[config.mk]
export PLATFORM = sky130hd
export DESIGN_NAME = pipe_stage_reg
export DESIGN_NICKNAME = d
export VERILOG_FILES = /design/src/rtl/pipe_stage_reg.sv
export SDC_FILE = /design/constraint.sdc
export NUM_CORES = 1
export LEC_CHECK = 0
export ABC_AREA = 0
export CORE_MARGIN = 2
export CORE_UTILIZATION = 49
export DETAILED_ROUTE_END_ITERATION = 10
export PLACE_DENSITY = 0.78
export SLEW_MARGIN = 15
export SYNTH_ARGS = -nofsm -noshare
export SYNTH_HDL_FRONTEND = slang
export SYNTH_SLANG_ARGS = --single-unit
[constraint.sdc]
create_clock -name clk -period 1.7 [get_ports clk]
set_input_delay 0.51 -clock clk [delete_from_list [all_inputs] [get_ports clk]]
set_output_delay 0.51 -clock clk [all_outputs]
set_load 0.01 [all_outputs]
[src/rtl/pipe_stage_reg.sv]
// Pipeline stage register with valid/ready handshake and a two-entry skid buffer.
// Optional saturating stall counter is built when PIPE_STAGE_REG_STALL_CNT_EN is defined.
module pipe_stage_reg #(
    parameter int                 WIDTH     = 64,
    parameter logic [WIDTH-1:0]   RESET_VAL = '0,
    parameter int                 CNT_W     = 16
) (
    input  logic              clk,
    input  logic              reset,
    input  logic              flush,
    input  logic              in_valid,
    output logic              in_ready,
    input  logic [WIDTH-1:0]  in_data,
    output logic              out_valid,
    input  logic              out_ready,
    output logic [WIDTH-1:0]  out_data,
    output logic [CNT_W-1:0]  stall_cycles,
    output logic [1:0]        dbg_state
);

    typedef enum logic [1:0] {
        ST_EMPTY = 2'd0,
        ST_FULL  = 2'd1,
        ST_SKID  = 2'd2
    } state_t;

    state_t            r_state;
    state_t            w_next_state;
    logic [WIDTH-1:0]  r_main;
    logic [WIDTH-1:0]  r_skid;
    logic              w_accept;
    logic              w_drain;
    logic              w_load_m_in;
    logic              w_load_m_skid;
    logic              w_load_s;

    // Handshake: a beat transfers on an edge where valid and ready are both high.
    // in_ready/out_valid decode from state only, so no combinational ready path exists.
    assign out_valid = (r_state != ST_EMPTY);
    assign in_ready  = (r_state != ST_SKID);
    assign out_data  = r_main;
    assign dbg_state = r_state;

    assign w_accept = in_valid & in_ready;
    assign w_drain  = out_valid & out_ready;

    always_ff @(posedge clk) begin
        if (reset) begin
            r_state <= ST_EMPTY;
        end else begin
            r_state <= w_next_state;
        end
    end

    always_comb begin
        w_next_state  = r_state;
        w_load_m_in   = 1'b0;
        w_load_m_skid = 1'b0;
        w_load_s      = 1'b0;
        case (r_state)
            ST_EMPTY: begin
                if (w_accept) begin
                    w_load_m_in  = 1'b1;
                    w_next_state = ST_FULL;
                end
            end
            ST_FULL: begin
                if (w_accept && w_drain) begin
                    w_load_m_in = 1'b1;
                end else if (w_accept) begin
                    w_load_s     = 1'b1;
                    w_next_state = ST_SKID;
                end else if (w_drain) begin
                    w_next_state = ST_EMPTY;
                end
            end
            ST_SKID: begin
                if (w_drain) begin
                    w_load_m_skid = 1'b1;
                    w_next_state  = ST_FULL;
                end
            end
            default: w_next_state = ST_EMPTY;
        endcase
        // Squash discards any same-cycle accept and leaves the data registers untouched.
        if (flush) begin
            w_next_state  = ST_EMPTY;
            w_load_m_in   = 1'b0;
            w_load_m_skid = 1'b0;
            w_load_s      = 1'b0;
        end
    end

    always_ff @(posedge clk) begin
        if (reset) begin
            r_main <= RESET_VAL;
            r_skid <= RESET_VAL;
        end else begin
            if (w_load_m_in) begin
                r_main <= in_data;
            end else if (w_load_m_skid) begin
                r_main <= r_skid;
            end
            if (w_load_s) begin
                r_skid <= in_data;
            end
        end
    end

`ifdef PIPE_STAGE_REG_STALL_CNT_EN
    logic [CNT_W-1:0] r_stall_cnt;

    always_ff @(posedge clk) begin
        if (reset) begin
            r_stall_cnt <= '0;
        end else if (out_valid && !out_ready && (r_stall_cnt != {CNT_W{1'b1}})) begin
            r_stall_cnt <= r_stall_cnt + CNT_W'(1);
        end
    end

    assign stall_cycles = r_stall_cnt;
`else
    assign stall_cycles = '0;
`endif

endmodule
; ---- After elaboration in Yosys (flattened, before gate mapping)
; Index checks and enable logic that the tools add are counted.
[word_totals]
regBits = 130
in_bits = 69
out_inout_bits = 84
wordCells = 36
[classes]
eq_ne = 7
muxes = 18
bitwise = 2
reduce_logical = 6
[op_table]
columns = op, count
row1 = $mux W64, 2
row2 = $mux W2, 5
row3 = $mux W1, 9
row4 = $ne A2 B2 Y1 const B, 4
row5 = $pmux W2 S3, 1
row6 = $reduce_and A4 Y1, 1
row7 = $reduce_bool A2 Y1, 2
row8 = $ne A3 B3 Y1 const B, 1
row9 = $and A1 B1 Y1, 2
row10 = $eq A2 B1 Y1 const B, 1
row11 = $eq A2 B2 Y1 const B, 1
row12 = $logic_not A2 Y1, 1
row13 = $pmux W1 S2, 1
row14 = $reduce_or A2 Y1, 1
row15 = $logic_and A1 B1 Y1, 1

; ---- Longest topological paths before layout
; Gate-level depths: netlist of the first run.
[depth]
ltp_word = 7
depth_mapped = 6
ltp_nobuf = 3

; ---- Worst setup path before layout of the first run
; Ideal clock, no wire load.
[synth_timing]
path_kind = input-to-reg
startpoint = input port flush
endpoint = register r_skid[13]
setup_time_ns = 0.132
t_arrival_ns = 1.335
t_required_ns = 1.568
slack_ns = 0.232
stages = 5
n_path_buf = 2
path_cell_list = or3b_4 -> buf_6 -> buf_6 -> o21ai_1 -> a21oi_1
[synth_via]
elab_chain_len = 1
[synth_rtl]
columns = element, line
row1 = from (decl), 10  ; input logic flush,
row2 = $mux W1, 86  ; if (flush) begin
row3 = to (signal assigned), 105  ; r_skid <= in_data;
row4 = to (decl), 30  ; logic [WIDTH-1:0] r_skid;
; No other way between the ends.
; A chain may end at the register's enable or synchronous reset.

; ---- Final worst setup path of the first run
[layout_timing]
startpoint = input port in_valid
endpoint = register r_main[57], in the netlist out_data[57]
[layout_via]
elab_chain_len = 6
word_cells_on_any_way = 8
classes_between = 5 x mux / 1 x bitwise / 2 x reduce/logical
[layout_rtl]
columns = element, line
row1 = from (decl), 11  ; input logic in_valid,
row2 = $and A1 B1 Y1 (*), 44  ; assign w_accept = in_valid & in_ready;
row3 = $logic_and A1 B1 Y1, 68  ; if (w_accept && w_drain) begin
row4 = $mux W1, 68
row5 = $pmux W1 S2 (*), 60  ; case (r_state)
row6 = $mux W1 (*), 86
row7 = $mux W64 or $reduce_bool A2 Y1 (tied branches), -
row8 = to (signal assigned), 100  ; r_main <= in_data;
row9 = to (signal assigned), 102  ; r_main <= r_skid;
row10 = to (decl), 29  ; logic [WIDTH-1:0] r_main;
; Mark *: on every way between the ends. The rest lies on a longest branch, timed or not.

==> out/metrics.yaml, run 1 <==
viasPerCell: 5.90
chipWidth_microns: 114
wl_microns: 16400
grt_pass1_wl_microns: 26400
r2r_slack_ns: 0.02
htree_levels: 4
groute.usage.overall: 0.252
cts_tree: "built"
dieHeight_microns: 114
outcome: "completed"
avgSynthCellArea_sq_um: 8.57
clkSinkCount: 130
max_freq_mhz: 593
synth_fa_ha_area_frac: 0
synth_xor_area_frac: 0
die_area_sq_um: 13000
hold_buffers: 0
finalSetupViolCount: 0
n_antenna_cell: 0
synth_seq_cells: 130
worstHoldStart: "r_skid[44]"
p_leak_nw: 2.97
globalplace.congestion: 0.840
critPathMaxFanout: 51
hpwl_microns: 10300
ys_seq_area_frac: 0.440
post_drt_wl_per_cell_microns: 17.1
yosys_warnings: 0
worstSetupEndpointType: "flop"
rsz0062_at_grt: "true"
synthSimpleGateAreaFrac: 0.243
p_per_area_nw_per_um2: 984
antenna_found_initial: 0
fp-row-count: 40
vias: 5653
holdPathEnd: "r_skid[44]"
p_total_mw: 7.92
hold_depth: 2
min_period_ns: 1.69
clk_latency_ns: 0.41
start_util: 0.496
period_share: 0.993
setup.worst_path.start_class: "primary input"
cap_viol_max_count: 0
antenna_left: 0
grt-ovfl-total: 0
syn_inst: 690
clkTransAtPathRegs_ns: 0.05
pin_count: 153
slew_viol_final: 0
rr_worst_depth: 6
synthMuxAreaShare: 0.00169
core-area_sq_um: 11900
skew_ns: 0.00789
drive_gt1_frac: 0.174
critPathKind: "primary input to flop"
grt_max_degree: 61
nets: 867
critPathArrivalTime_ns: 1.97
vdd_drop_max_mv: 0.722
synth_compound_area_frac: 0.209
grt_pass1_vias: 5439
drtIter0Drc: 552
numCtsBuffers: 17
timing.rr.start: "dbg_state[1]"
finalHoldViolations: 0
finalHoldWorstSlack_ns: 0.472
cts-root-buf: "clkbuf_16"
port_buffers: 136
drt-pass1-iter-count: 4
clk_path_buf_depth: 2
drc_errors: 0
required_ns: 1.98
synth_top_family_by_area: "simple AND/OR/NAND/NOR gates"
areaGrowthSynthToFinish_pct: 36.2
synth.distinct_cells: 29
synth_area_sq_um: 5910
r2r_end: "out_data[57]"
hp-class: "flop to flop"
flip-flops by register name (all words and copies together), names as in the netlist:
signal / cells
out_data: 64
r_skid: 64
dbg_state: 2
report_power, final:
| group | switching, mW | internal (mW) |
|---|---|---|
| clock | 1.28 | 2.43 |
| combinational | 0.522 | 0.449 |
| sequential | 0.0642 | 3.17 |
cells in the mapped netlist:
master     count  share of area
nand4bb_1      1         0.0019
nor3_2        41          0.069
nand2_1      129          0.082
mux2i_1        1         0.0017
conb_1         1        0.00063
buf_4         24          0.030
nor3b_2        1         0.0021
nand3_1       64          0.054
nand2_2        1         0.0011
nor2_1         2         0.0013
a21oi_1       65          0.055
or3b_2         1         0.0015
nand2b_1       2         0.0021
buf_6         21          0.040
o21ai_2        3         0.0044
clkbuf_1      23          0.015
and2b_1        1         0.0013
clkbuf_2       1        0.00085
nor3_1        23          0.019
dfxtp_1      130           0.44
o21a_1         1         0.0013
or3b_4         1         0.0019
a311oi_1      64          0.095
or2_2          1         0.0011
and4bb_1       1         0.0021
nand3b_1       1         0.0013
buf_2         24          0.020
a2111oi_0      1         0.0015
o21ai_1       61          0.052
placed cells by master (no fill, tap or decap), drive strengths merged:
cell,count
nand2,130
dfxtp,130
dlygate4sd2,68
a21oi,65
clkdlybuf4s50,65
nand3,64
o21ai,64
nor3,64
a311oi,64
buf,33
clkbuf,30
conb,16
nor2,2
bufinv,2
nand2b,2
or3b,2
or2,1
nor3b,1
and4bb,1
nand4bb,1
and2b,1
mux2i,1
o21a,1
nand3b,1
a2111oi,1
clkinv,1
worst max path at each step:
| stage | from | to | cells after the start |
|---|---|---|---|
| after floorplan | flush | r_skid[13] | 5 |
| after global placement | flush | out_data[32] | 5 |
| after detailed placement | flush | out_data[60] | 5 |
| after CTS | dbg_state[0] | in_ready | 2 |
| after global routing | dbg_state[1] | out_data[5] | 6 |
| final | in_valid | out_data[57] | 5 |
stage by stage:
stage | std cells | setup slack (ns) | utilization | cell area, sq um | TNS (ns)
4_1_cts | 958 | 0.00884 | 0.663 | 7900 | 0
5_1_grt | 958 | -0.0428 | 0.676 | 8050 | -0.663
6_report | 958 | 0.0127 | 0.676 | 8050 | 0
3_5_place_dp | 925 | -0.482 | 0.618 | 7360 | -52.52
3_3_place_gp | 925 | -0.396 | 0.618 | 7360 | -46.84
2_1_floorplan | 705 | 0.232 | - | 5970 | 0
logic make-up (layout without fill, tap and decap cells):
family,after synthesis,in the layout
mux,1,1
simple gates,270,270
other cells,1,16
buf+inv,93,199
compound gates,195,195
flops,130,130
worst max-delay path: stages:
cell             delay (ns)
clkdlybuf4s50_1        0.51
or3b_4                 0.44
buf_12                 0.22
nor3_2                 0.19
a311oi_2               0.08
per-layer routing:
layer | track usage | vias up | share of wire
li1 | - | 2667 | -
met1 | 0.323 | 2734 | 0.42
met2 | 0.410 | 218 | 0.51
met3 | 0.0558 | 34 | 0.052
met4 | 0.109 | 0 | 0.022
met5 | 0 | - | 0
cell type report:
cell class / count / area, sq um
fillers: 930 / 3860
clock buffers: 29 / 541
multi-input cells: 482 / 2930
clock inverters: 3 / 65.1
repair buffers: 167 / 1730
flip-flops and latches: 130 / 2600
well taps: 147 / 184
timing repair:
| action | 4_1_cts | 5_1_grt |
|---|---|---|
| buffers inserted | 1 | 0 |
| endpoints found under the setup margin | 98 | 44 |
| pin swaps | 1 | 1 |
| gates resized for setup | 78 | 28 |
(Power assumes the default switching activity.)
==> run 2, diff against run 1 <==
- CORE_MARGIN: 2 -> not set
==> run 2 against run 1 <==
Net effect:
- the flow now finishes with violations (DRC)
- combinational power is 3.8% lower
- hold slack worse by 0.0029 ns
- sequential share of layout area is 0.71 points higher
- maximum frequency is 0.40% higher
- count of clock-buffer cells in the layout is 11 lower
- global-route usage is 1.2 points higher
- register-to-register slack better by 0.03 ns
- critical endpoint is now out_data[51]
- largest power group unchanged
- highest routed layer unchanged
==> out/metrics.yaml, run 2 (synthesis results as in run 1) <==
drive_gt1_frac: 0.156
min_period_ns: 1.68
r2r_end: "out_data[25]"
slew_viol_final: 0
n_antenna_cell: 0
start_util: 0.511
finalHoldViolations: 0
p_comb_frac: 0.120
die_area_sq_um: 12500
chipWidth_microns: 112
grt_pass1_vias: 5503
cts_tree: "built"
clk_latency_ns: 0.41
clkTransAtPathRegs_ns: 0.06
port_buffers: 136
period_share: 0.989
critPathArrivalTime_ns: 1.98
violations: "DRC"
endpoint: "out_data[51]"
power.internal_mw: 5.78
htree_levels: 4
critPathKind: "primary input to flop"
dieHeight_microns: 112
nets: 865
critical_path_depth: 5
worstSetupEndpointType: "flop"
cts_setup_buffers: 0
worstSetupStartpoint: "out_ready"
required_ns: 1.99
setup.worst_path.start_class: "primary input"
grt-ovfl-total: 0
outcome: "finished with violations"
cap_viol_max_count: 0
seqPwrFrac: 0.418
finalSetupViolCount: 0
final_cell_mix: "nand2_1, dfxtp_1, dlygate4sd2_1"
numCtsBuffers: 17
hpwl_microns: 10100
viasPerCell: 6.02
path_delay_family: "buffers and inverters"
vdd_drop_max_mv: 0.699
vias: 5734
core-area_sq_um: 11600
cp_slowest_cell: "clkdlybuf4s50_1"
groute.usage.overall: 0.264
fin_ws_ns: 0.0194
hold_buffers: 0
swShare: 0.256
max_stage_delay_ns: 0.46
grt_pass1_wl_microns: 26600
clk_path_buf_depth: 2
stdcell_area_sq_um: 7880
globalplace.congestion: 0.840
hp-class: "flop to flop"
cts-root-buf: "clkbuf_16"
antenna_found_initial: 0
grt_max_degree: 74
max_freq_mhz: 595
p_switching_mw: 1.98
areaGrowthSynthToFinish_pct: 33.2
drt-pass1-iter-count: 8
p_per_area_nw_per_um2: 985
path_buf_inv: 2
wl_microns: 16400
antenna_left: 0
critPathMaxFanout: 34
skew_ns: 0.00672
dp_slack_ns: -0.472
cp_cell_sequence: "clkdlybuf4s50_1 > and2b_4 > buf_12 > nor3_2 > a311oi_1"
drtIter0Drc: 537
r2r_slack_ns: 0.05
p_leak_nw: 2.90
drc_errors: 10
power.share.clock: 0.462
clkSinkCount: 130
rsz0062_at_grt: "true"
final_core_util: 0.681
fp-row-count: 39
rr_worst_depth: 5
timing.rr.start: "dbg_state[1]"
pin_count: 153
placed_cell_area_sq_um: 7290
post_drt_wl_per_cell_microns: 17.3
run 2: cell types whose count changed in the layout (fill, tap and decap cells not counted), sizes merged:
cell / delta
clkbuf: -11
clkinvlp: +5
inv: +4
buf: -2
clkinv: +2
run 2: area by class of cell:
| cell class | instances | area [sq um] |
|---|---|---|
| Fill cell | 934 | 3690 |
| Multi-Input combinational cell | 482 | 2820 |
| Sequential cell | 130 | 2600 |
| Timing Repair Buffer | 165 | 1690 |
| Clock buffer | 18 | 429 |
| Tap cell | 143 | 179 |
| Clock inverter | 14 | 155 |
run 2: through the flow:
| step | hold slack, ns | power [mW] | setup TNS, ns | cells |
|---|---|---|---|---|
| after floorplan | 0.444 | 3.78 | 0 | 705 |
| after global placement | 0.449 | 4.25 | -48.01 | 919 |
| after detailed placement | 0.460 | 4.28 | -53.90 | 919 |
| after CTS | 0.460 | 7.79 | 0 | 952 |
| after global routing | 0.479 | 8.03 | -0.163 | 952 |
| final | 0.469 | 7.76 | 0 | 952 |
run 2: worst min-delay path: stages (launching register included):
cell	delay, ns
dfxtp_1	0.32
o21ai_2	0.05
a21oi_1	0.06
run 2: what timing repair did:
item / 4_1_cts / 5_1_grt
gates resized for setup: 77 / 12
pin swaps: 1 / 3
setup endpoints to repair: 100 / 30
cloned: 1 / 0
run 2: routing by layer:
layer | vias to the layer above | GRT usage | part of all wire
met4 | 0 | 0.137 | 0.026
met2 | 288 | 0.433 | 0.49
met1 | 2734 | 0.329 | 0.42
li1 | 2675 | - | -
met5 | - | 0 | 0
met3 | 37 | 0.0512 | 0.061
run 2: how the worst min path moves through the flow:
stage	startpoint	end	slack (ns)	depth (start not counted)
finish	r_skid[17]	r_skid[17]	0.47	2
detailed placement	r_skid[17]	r_skid[17]	0.46	2
CTS	reset	r_skid[50]	0.46	2
floorplan	r_skid[17]	r_skid[17]	0.44	2
global route	reset	r_skid[51]	0.48	2
global placement	r_skid[17]	r_skid[17]	0.45	2
run 2: power by group through the flow:
stage          clock, mW  combinational [mW]  sequential [mW]
6_report            3.58               0.934             3.24
5_1_grt             3.78               0.997             3.25
4_1_cts             3.63               0.918             3.24
3_5_place_dp           0               0.973             3.31
3_3_place_gp           0               0.951             3.30
2_1_floorplan          0               0.437             3.34
==> run 3, diff against run 2 <==
- ABC_CLOCK_PERIOD_IN_PS: not set -> 1700
==> results of run 3 <==
No change in the layout: final DEF, timing and power equal those of run 2.
